## src/rtl/fifo_pkg.sv

```systemverilog
// Shared helpers for both sides of the asynchronous FIFO: pointer width and
// binary/Gray conversions.
package fifo_pkg;

    localparam int MAX_W = 32;

    function automatic int PTR_W(input int addr_width);
        return addr_width + 1;
    endfunction

    function automatic logic [MAX_W-1:0] bin2gray(input logic [MAX_W-1:0] bin);
        return bin ^ (bin >> 1);
    endfunction

    // Each binary bit is the XOR of its own Gray bit and every Gray bit above it.
    function automatic logic [MAX_W-1:0] gray2bin(input logic [MAX_W-1:0] gray);
        logic [MAX_W-1:0] bin;
        bin[MAX_W-1] = gray[MAX_W-1];
        for (int i = MAX_W - 2; i >= 0; i--) begin
            bin[i] = bin[i+1] ^ gray[i];
        end
        return bin;
    endfunction

endpackage

```

## src/rtl/fifo_wr_ctrl_if.sv

```systemverilog
// Write-side bus: requests and the synchronised read pointer in, memory
// controls and status flags out.
interface fifo_wr_ctrl_if
    import fifo_pkg::*;
#(
    parameter int ADDR_WIDTH = 3
);
    localparam int PW = PTR_W(ADDR_WIDTH);

    logic                  winc;
    logic [PW-1:0]         sync_r2w_ptr;
    logic [PW-1:0]         afull_thresh;
    logic                  wovf_clr;
    logic [PW-1:0]         gray_w2r_ptr;
    logic [ADDR_WIDTH-1:0] waddr;
    logic                  wen;
    logic                  wfull;
    logic                  wafull;
    logic [PW-1:0]         wlevel;
    logic                  wovf;

    modport master (
        output winc, sync_r2w_ptr, afull_thresh, wovf_clr,
        input  gray_w2r_ptr, waddr, wen, wfull, wafull, wlevel, wovf
    );

    modport slave (
        input  winc, sync_r2w_ptr, afull_thresh, wovf_clr,
        output gray_w2r_ptr, waddr, wen, wfull, wafull, wlevel, wovf
    );

endinterface

```

## src/rtl/fifo_gray2bin.sv

```systemverilog
// Combinational Gray-to-binary converter of any width; shared by the read
// and write controllers.
module fifo_gray2bin #(
    parameter int WIDTH = 4
) (
    input  logic [WIDTH-1:0] i_gray,
    output logic [WIDTH-1:0] o_bin
);

    // Reduction over the upper slice avoids a self-referencing chain on o_bin.
    for (genvar i = 0; i < WIDTH; i++) begin : g_bit
        assign o_bin[i] = ^i_gray[WIDTH-1:i];
    end

endmodule

```

## src/rtl/fifo_wr_ctrl.sv

```systemverilog
// Write-side FIFO controller: binary/Gray write pointers, registered full,
// almost-full and fill level, and a sticky overflow flag.
module fifo_wr_ctrl
    import fifo_pkg::*;
#(
    parameter int ADDR_WIDTH = 3
) (
    input  logic                 wclk,
    input  logic                 wrst,
    fifo_wr_ctrl_if.slave        bus
);

    localparam int PW = PTR_W(ADDR_WIDTH);

    logic [PW-1:0] r_wbin;
    logic [PW-1:0] r_wgray;
    logic [PW-1:0] r_wlevel;
    logic          r_wfull;
    logic          r_wafull;
    logic          r_wovf;

    logic          w_wen;
    logic [PW-1:0] w_wbin_next;
    logic [PW-1:0] w_wgray_next;
    logic [PW-1:0] w_rbin;
    logic [PW-1:0] w_full_gray;
    logic [PW-1:0] w_level_next;

    assign w_wen        = bus.winc & ~r_wfull;
    assign w_wbin_next  = r_wbin + {{(PW-1){1'b0}}, w_wen};
    assign w_wgray_next = PW'(bin2gray(MAX_W'(w_wbin_next)));

    fifo_gray2bin #(
        .WIDTH (PW)
    ) u_sync_g2b (
        .i_gray (bus.sync_r2w_ptr),
        .o_bin  (w_rbin)
    );

    // Full is the read pointer one lap behind: top two Gray bits inverted.
    assign w_full_gray  = {~bus.sync_r2w_ptr[PW-1:PW-2], bus.sync_r2w_ptr[PW-3:0]};
    assign w_level_next = w_wbin_next - w_rbin;

    always_ff @(posedge wclk) begin
        // NOTE: state registers use non-blocking assignments so every flag
        // below sees the pre-edge values, independent of statement order.
        if (wrst) begin
            r_wbin   <= '0;
            r_wgray  <= '0;
            r_wlevel <= '0;
            r_wfull  <= 1'b0;
            r_wafull <= 1'b0;
            r_wovf   <= 1'b0;
        end else begin
            r_wbin   <= w_wbin_next;
            r_wgray  <= w_wgray_next;
            r_wlevel <= w_level_next;
            r_wfull  <= (w_wgray_next == w_full_gray);
            r_wafull <= (w_level_next >= bus.afull_thresh);
            if (bus.winc && r_wfull) begin
                r_wovf <= 1'b1;
            end else if (bus.wovf_clr) begin
                r_wovf <= 1'b0;
            end
        end
    end

    assign bus.gray_w2r_ptr = r_wgray;
    assign bus.waddr        = r_wbin[ADDR_WIDTH-1:0];
    assign bus.wen          = w_wen;
    assign bus.wfull        = r_wfull;
    assign bus.wafull       = r_wafull;
    assign bus.wlevel       = r_wlevel;
    assign bus.wovf         = r_wovf;

endmodule

```

## src/flat_wrapper.sv

```systemverilog
// flat-port wrapper written by rule: the top's interface ports become plain ports
module fifo_wr_ctrl_flat import fifo_pkg::*;
#(
    parameter int ADDR_WIDTH = 3
)
  (wclk, wrst, bus_winc, bus_sync_r2w_ptr, bus_afull_thresh, bus_wovf_clr, bus_gray_w2r_ptr, bus_waddr, bus_wen, bus_wfull, bus_wafull, bus_wlevel, bus_wovf);
  fifo_wr_ctrl_if #(.ADDR_WIDTH(ADDR_WIDTH)) bus_i ();
  input  logic wclk;
  input  logic wrst;
  input wire logic [$bits(bus_i.winc)-1:0] bus_winc;
  input wire logic [$bits(bus_i.sync_r2w_ptr)-1:0] bus_sync_r2w_ptr;
  input wire logic [$bits(bus_i.afull_thresh)-1:0] bus_afull_thresh;
  input wire logic [$bits(bus_i.wovf_clr)-1:0] bus_wovf_clr;
  output wire logic [$bits(bus_i.gray_w2r_ptr)-1:0] bus_gray_w2r_ptr;
  output wire logic [$bits(bus_i.waddr)-1:0] bus_waddr;
  output wire logic [$bits(bus_i.wen)-1:0] bus_wen;
  output wire logic [$bits(bus_i.wfull)-1:0] bus_wfull;
  output wire logic [$bits(bus_i.wafull)-1:0] bus_wafull;
  output wire logic [$bits(bus_i.wlevel)-1:0] bus_wlevel;
  output wire logic [$bits(bus_i.wovf)-1:0] bus_wovf;
  assign bus_i.winc = bus_winc;
  assign bus_i.sync_r2w_ptr = bus_sync_r2w_ptr;
  assign bus_i.afull_thresh = bus_afull_thresh;
  assign bus_i.wovf_clr = bus_wovf_clr;
  assign bus_gray_w2r_ptr = bus_i.gray_w2r_ptr;
  assign bus_waddr = bus_i.waddr;
  assign bus_wen = bus_i.wen;
  assign bus_wfull = bus_i.wfull;
  assign bus_wafull = bus_i.wafull;
  assign bus_wlevel = bus_i.wlevel;
  assign bus_wovf = bus_i.wovf;
  fifo_wr_ctrl #(.ADDR_WIDTH(ADDR_WIDTH)) u_core (.wclk(wclk), .wrst(wrst), .bus(bus_i));
endmodule
```

## config.mk

```make
export PLATFORM = sky130hd
export DESIGN_NAME = fifo_wr_ctrl_flat
export DESIGN_NICKNAME = d
export VERILOG_FILES = /design/src/rtl/fifo_pkg.sv /design/src/rtl/fifo_wr_ctrl_if.sv /design/src/rtl/fifo_gray2bin.sv /design/src/rtl/fifo_wr_ctrl.sv /design/src/flat_wrapper.sv
export SDC_FILE = /design/constraint.sdc
export NUM_CORES = 1
export LEC_CHECK = 0
export ABC_AREA = 1
export CAP_MARGIN = 20
export CORE_UTILIZATION = 40
export DETAILED_ROUTE_END_ITERATION = 12
export PLACE_DENSITY = 0.82
export SYNTH_ARGS = -nofsm -noshare
export SYNTH_HDL_FRONTEND = slang
export SYNTH_HIERARCHICAL = 1
export SYNTH_SLANG_ARGS = --single-unit
```

## constraint.sdc

```tcl
create_clock -name wclk -period 2.8 [get_ports wclk]
set_input_delay 0.56 -clock wclk [delete_from_list [all_inputs] [get_ports wclk]]
set_output_delay 0.56 -clock wclk [all_outputs]
set_load 0.1 [all_outputs]
```

Word level (Yosys, flattened, before mapping)
Cells that the tools add are included.
{"block": "totals", "input_bits": 12, "output_inout_bits": 15, "regBits": 15}
{"block": "op_classes", "addsub": 2, "n_reduce_logical": 5, "bitwise_logic": 4, "muxes": 2, "n_eq_ne": 1, "order_cmp": 1}
{"operator": "adder 4 x 1 -> 4 bit", "count": 1}
{"operator": "== test 4 bit", "count": 1}
{"operator": "greater-or-equal comparator 4 bit", "count": 1}
{"operator": "parity 4 bit", "count": 1}
{"operator": "subtractor 4 bit", "count": 1}
{"operator": "bitwise XOR 4 x 3 -> 4 bit", "count": 1}
{"operator": "parity 3 bit", "count": 1}
{"operator": "2-to-1 mux 1 bit", "count": 2}
{"operator": "inverter 2 bit", "count": 1}
{"operator": "nonzero test 2 bit", "count": 1}
{"operator": "parity 2 bit", "count": 1}
{"operator": "AND 1 bit", "count": 1}
{"operator": "logical AND 1 bit", "count": 1}
{"operator": "inverter 1 bit", "count": 1}

Logic depth before layout (Yosys ltp)
Gate-level depths: netlist of the first run.
{"block": "logic_depth", "depth_word": 5, "mapped_depth": 21, "mapped_depth_nobuf": 21}

Modules after synthesis
Netlist of the first run, hierarchy kept.
{"module": "fifo_wr_ctrl", "seq_area_each_um2": 280.3, "n_inst": 1, "cells_each": 120, "area_per_inst_um2": 829.5}
{"module": "fifo_gray2bin", "seq_area_each_um2": 0.0, "n_inst": 1, "cells_each": 21, "area_per_inst_um2": 90.1}

Worst setup path before layout of the first run
Ideal clock, no wire load.
{"block": "synth_path", "kind": "reg-to-reg", "startpoint": "register u_core.r_wfull, in the netlist u_core/bus.wfull", "endpoint": "register u_core.r_wafull, in the netlist u_core/bus.wafull", "path_stages_with_launch": 19, "setup_ps": 109, "slack_ps": -1609, "period_less_slack_ps": 4409, "t_required_ps": 2691, "path_buffers": 0, "arrival_time_ps": 4301, "cell_sequence": "dfxtp_1 nor2_1 ha_1 ha_1 nand2_1 nand2_2 inv_2 ha_1 nand2_1 nand2_1 nor2_1 nand3_1 nand2_1 inv_1 ha_1 a21oi_1 nand3_1 nand2_1 inv_1"}
{"block": "synth_between", "elab_chain_cells": 5}
{"element": "from (decl)", "line_no": "fifo_wr_ctrl.sv:18", "rtl": "logic r_wfull;"}
{"element": "from (signal assigned)", "line_no": "fifo_wr_ctrl.sv:58", "rtl": "r_wfull <= (w_wgray_next == w_full_gray);"}
{"element": "inverter 1 bit", "line_no": "fifo_wr_ctrl.sv:29", "rtl": "assign w_wen = bus.winc & ~r_wfull;"}
{"element": "AND 1 bit", "line_no": "fifo_wr_ctrl.sv:29"}
{"element": "net bus_wen", "line_no": "flat_wrapper.sv:16", "rtl": "output wire logic [$bits(bus_i.wen)-1:0] bus_wen;"}
{"element": "adder 4 x 1 -> 4 bit", "line_no": "fifo_wr_ctrl.sv:30", "rtl": "assign w_wbin_next = r_wbin + {{(PW-1){1'b0}}, w_wen};"}
{"element": "net u_core.w_wbin_next[2]", "line_no": "fifo_wr_ctrl.sv:23", "rtl": "logic [PW-1:0] w_wbin_next;"}
{"element": "subtractor 4 bit", "line_no": "fifo_wr_ctrl.sv:42", "rtl": "assign w_level_next = w_wbin_next - w_rbin;"}
{"element": "net u_core.w_level_next[3]", "line_no": "fifo_wr_ctrl.sv:27", "rtl": "logic [PW-1:0] w_level_next;"}
{"element": "greater-or-equal comparator 4 bit", "line_no": "fifo_wr_ctrl.sv:59", "rtl": "r_wafull <= (w_level_next >= bus.afull_thresh);"}
{"element": "to (signal assigned)", "line_no": "fifo_wr_ctrl.sv:59"}
{"element": "to (decl)", "line_no": "fifo_wr_ctrl.sv:19", "rtl": "logic r_wafull;"}
The timed path passes the listed nets, and every way through them passes these cells.
A chain may end at the register's enable or synchronous reset.

Worst setup path in the final report of the first run
{"block": "layout_path", "startpoint": "input bus_winc", "endpoint": "register u_core.r_wafull, in the netlist u_core/bus.wafull"}
{"block": "layout_between", "elab_chain_cells": 4}
{"element": "from (decl)", "line_no": "flat_wrapper.sv:10", "rtl": "input wire logic [$bits(bus_i.winc)-1:0] bus_winc;"}
{"element": "AND 1 bit", "line_no": "fifo_wr_ctrl.sv:29"}
{"element": "adder 4 x 1 -> 4 bit", "line_no": "fifo_wr_ctrl.sv:30"}
{"element": "net u_core.w_wbin_next[1]", "line_no": "fifo_wr_ctrl.sv:23"}
{"element": "subtractor 4 bit", "line_no": "fifo_wr_ctrl.sv:42"}
{"element": "net u_core.w_level_next[1]", "line_no": "fifo_wr_ctrl.sv:27"}
{"element": "greater-or-equal comparator 4 bit", "line_no": "fifo_wr_ctrl.sv:59"}
The timed path passes the listed nets, and every way through them passes these cells.

==> results of run 1 <==
-- cell families after synthesis --
logic type	Yosys count	synth area share [%]
AND/OR/NAND/NOR	80	38.0
buffers and inverters	30	12.7
XOR/XNOR	1	0.953
AO/OA/AOI/OAI	6	3.54
flip-flops	14	30.5
adder cells (fa/ha/maj)	10	14.4
-- power breakdown --
group / internal, mW / switching, mW
Clock: 0.0790 / 0.0625
Sequential: 0.222 / 0.0105
Combinational: 0.151 / 0.304
Total: 0.452 / 0.377
-- metrics by stage --
stage	hold WS [ns]	area [um^2]	setup TNS [ns]
4_1_cts	0.474	1400	0
6_report	0.466	1430	0
3_3_place_gp	0.450	1360	-0.257
5_1_grt	0.492	1430	0
3_5_place_dp	0.463	1360	-0.311
2_1_floorplan	0.629	987	-0.174
-- synthesized netlist by cell type --
cell type / number
a21oi_1: 5
buf_1: 1
buf_4: 1
dfxtp_1: 14
fa_1: 1
ha_1: 9
inv_1: 27
inv_2: 1
nand2_1: 44
nand2_2: 6
nand3_1: 9
nand3_2: 1
nand3b_1: 1
nand4_1: 3
nor2_1: 14
nor2_2: 1
o211ai_1: 1
or2_2: 1
xnor2_1: 1
-- state kept, by name, summed over array words and instances (netlist names) --
register                 flops
u_core/bus.wovf              1
u_core/bus.gray_w2r_ptr      3
u_core/bus.wfull             1
u_core/bus.wlevel            4
u_core/bus.wafull            1
u_core/r_wbin                4
-- per-layer routing --
layer  up-vias  global-route usage (%)  wire length (um)
li1        518                       -                 -
met1       456                    19.7               898
met2        27                    34.5              1230
met3         4                    2.47                75
met4         0                    11.0                31
met5         -                       0                 0
-- timing repair --
item / 4_1_cts / 5_1_grt
resized for setup: 2 / 6
endpoints found under the hold margin: 0 / 0
hold buffers: 0 / 0
setup buffers: 0 / 2
pin swaps: 2 / 4
setup endpoints to repair: 1 / 1
-- worst max-delay path: cells and delay by family --
| family | cells | cell delay (ns) |
|---|---|---|
| AND/OR/NAND/NOR | 4 | 0.25 |
| buffers and inverters | 6 | 0.43 |
| adder cells (fa/ha/maj) | 4 | 1.25 |
| AO/OA/AOI/OAI | 1 | 0.16 |
-- cell type report --
type / count / area, um^2
repair buffers: 43 / 375
well taps: 27 / 33.8
flip-flops and latches: 14 / 282
multi-input cells: 97 / 602
fillers: 156 / 628
clock buffers: 4 / 36.3
inverters: 28 / 105
-- worst max-delay path by stage --
| stage | startpoint | end | slack, ns | cells after the start |
|---|---|---|---|---|
| floorplan | bus_winc | u_core/bus.wafull$_SDFF_PP0_ | -0.17 | 20 |
| global placement | bus_winc | u_core/bus.wafull$_SDFF_PP0_ | -0.26 | 14 |
| detailed placement | bus_winc | u_core/bus.wafull$_SDFF_PP0_ | -0.31 | 15 |
| CTS | bus_winc | u_core/bus.wafull$_SDFF_PP0_ | 0.004 | 15 |
| global route | bus_winc | u_core/bus.wafull$_SDFF_PP0_ | 0.18 | 21 |
| finish | bus_winc | u_core/bus.wafull$_SDFF_PP0_ | 0.32 | 15 |
==> metrics.yaml, run 1 <==
placement:
  pre_cts_slack_ns: -0.311
  gp_congestion: 0.836
  numPortBuffers: 26
  dpl.hpwl_um: 1750
  dp.cells: 207
grt:
  grt_pass1_vias: 902
  grt_remaining_overflow: 0
  antenna_found_initial: 0
  grt_pass1_wl_um: 3490
  gr-usage-all-layers_pct: 18.6
  grt_max_degree: 14
setup_path:
  cp.required_ns: 2.98
  critPathMostFrequentCell: "inv_1"
  endpoint_kind: "flip-flop"
  path_cells: "dlymetal6s2s_1 > inv_2 > nor2_4 > ha_4 > ha_4 > inv_1 > fa_1 > inv_1 > ha_1 > inv_1 > nor2_1 > o211ai_1 > nand3_1 > nand2_1 > inv_1"
  rr_endpoint: "u_core/bus.wafull$_SDFF_PP0_"
  max_stage_delay_ns: 0.54
  worstReg2RegStart: "u_core/bus.wfull$_SDFF_PP0_"
  reg2reg_depth: 13
  crit_fanout: 3
  rrSetupSlack_ns: 0.44
  crit_arrival_ns: 2.65
  crit_type: "input pin to flip-flop"
  cp-start-kind: "input pin"
  slowest_stage: "fa_1"
clock_tree:
  htreeDepth: 1
  clk_pin_slew_ns: 0.08
  cts_inserted_buffers: 3
  cts_root_buf: "clkbuf_4"
  clockBufferDepth: 2
  cts.sinks: 14
  insertion_delay_ns: 0.27
  cts_tree: "built"
logic_synthesis:
  yosys-top-cells-area: "dfxtp_1, nand2_1, ha_1"
  syn_inst: 141
  synth_top_cell_area_share_pct: 30.5
  synth_top_area_cell: "dfxtp_1"
  yosys_warnings: 6
  synth-seq-area-share_pct: 30.5
  syn_nets: 163
  syn_area_per_cell_um2: 6.52
  synth_cell_type_count: 19
  syn_area_um2: 920
  ys_seq_elements: 14
sta:
  maxSlewViolCount: 0
  hold_viol: 0
  rsz0062_at_grt: "no"
  min_period_ns: 2.48
  tightest_slew_ns: 0.489
  setup_viol_count_final: 0
  final.period_utilization_pct: 88.5
  worst_slack_ns: 0.323
  fmax_mhz: 404
  relSlewSlack_pct: 67.3
  clock_skew_ns: 0.00408
detailed_routing:
  viasPerCell: 4.72
  drt_iter0_markers: 27
  drt_pre_antenna_iters: 4
  drc: 0
  routedWlPerCell_um: 10.5
  wl_um: 2230
  vias: 1005
  antenna_left: 0
cells_and_area:
  layout.cells.non_filler: 213
  area_growth_pct: 55.9
  nets: 209
  final_util_pct: 69.5
  final_cell_mix: "nand2_1, buf_4, inv_1, nor2_1, dfxtp_1"
  layout-drive-gt1-share_pct: 31.7
  antenna_cells: 0
  layout_commonest_cell: "nand2_1"
power_and_ir_drop:
  ir_drop_mv: 0.377
  p_leak_nw: 0.809
  p_per_area_nw_per_um2: 578
  finalPower_mw: 0.829
floorplanning:
  core_um2: 2060
  initial_utilization_pct: 44.6
  die_w_um: 50.0
  fp-row-count: 16
  die-area_um2: 2500
  die_y_um: 50.0
  pin_count: 27
hold_path:
  hold_end: "u_core/bus.wovf$_SDFFE_PP0P_"
  min_path_type: "flip-flop to flip-flop"
  hold_path_depth: 2
  hp-start: "u_core/bus.wovf$_SDFFE_PP0P_"
run:
  max_cap_violations: 0
outcome:
  status: "completed"
Note: power is estimated with default switching activity, not from simulation.
==> run 2: changes to the inputs <==
--- a/config.mk
+++ b/config.mk
@@ -10,6 +10,7 @@
 export CORE_UTILIZATION = 40
 export DETAILED_ROUTE_END_ITERATION = 12
 export PLACE_DENSITY = 0.82
+export SLEW_MARGIN = 0
 export SYNTH_ARGS = -nofsm -noshare
 export SYNTH_HDL_FRONTEND = slang
 export SYNTH_HIERARCHICAL = 1
==> results of run 2 <==
No change in the layout: final DEF, timing and power equal those of run 1.
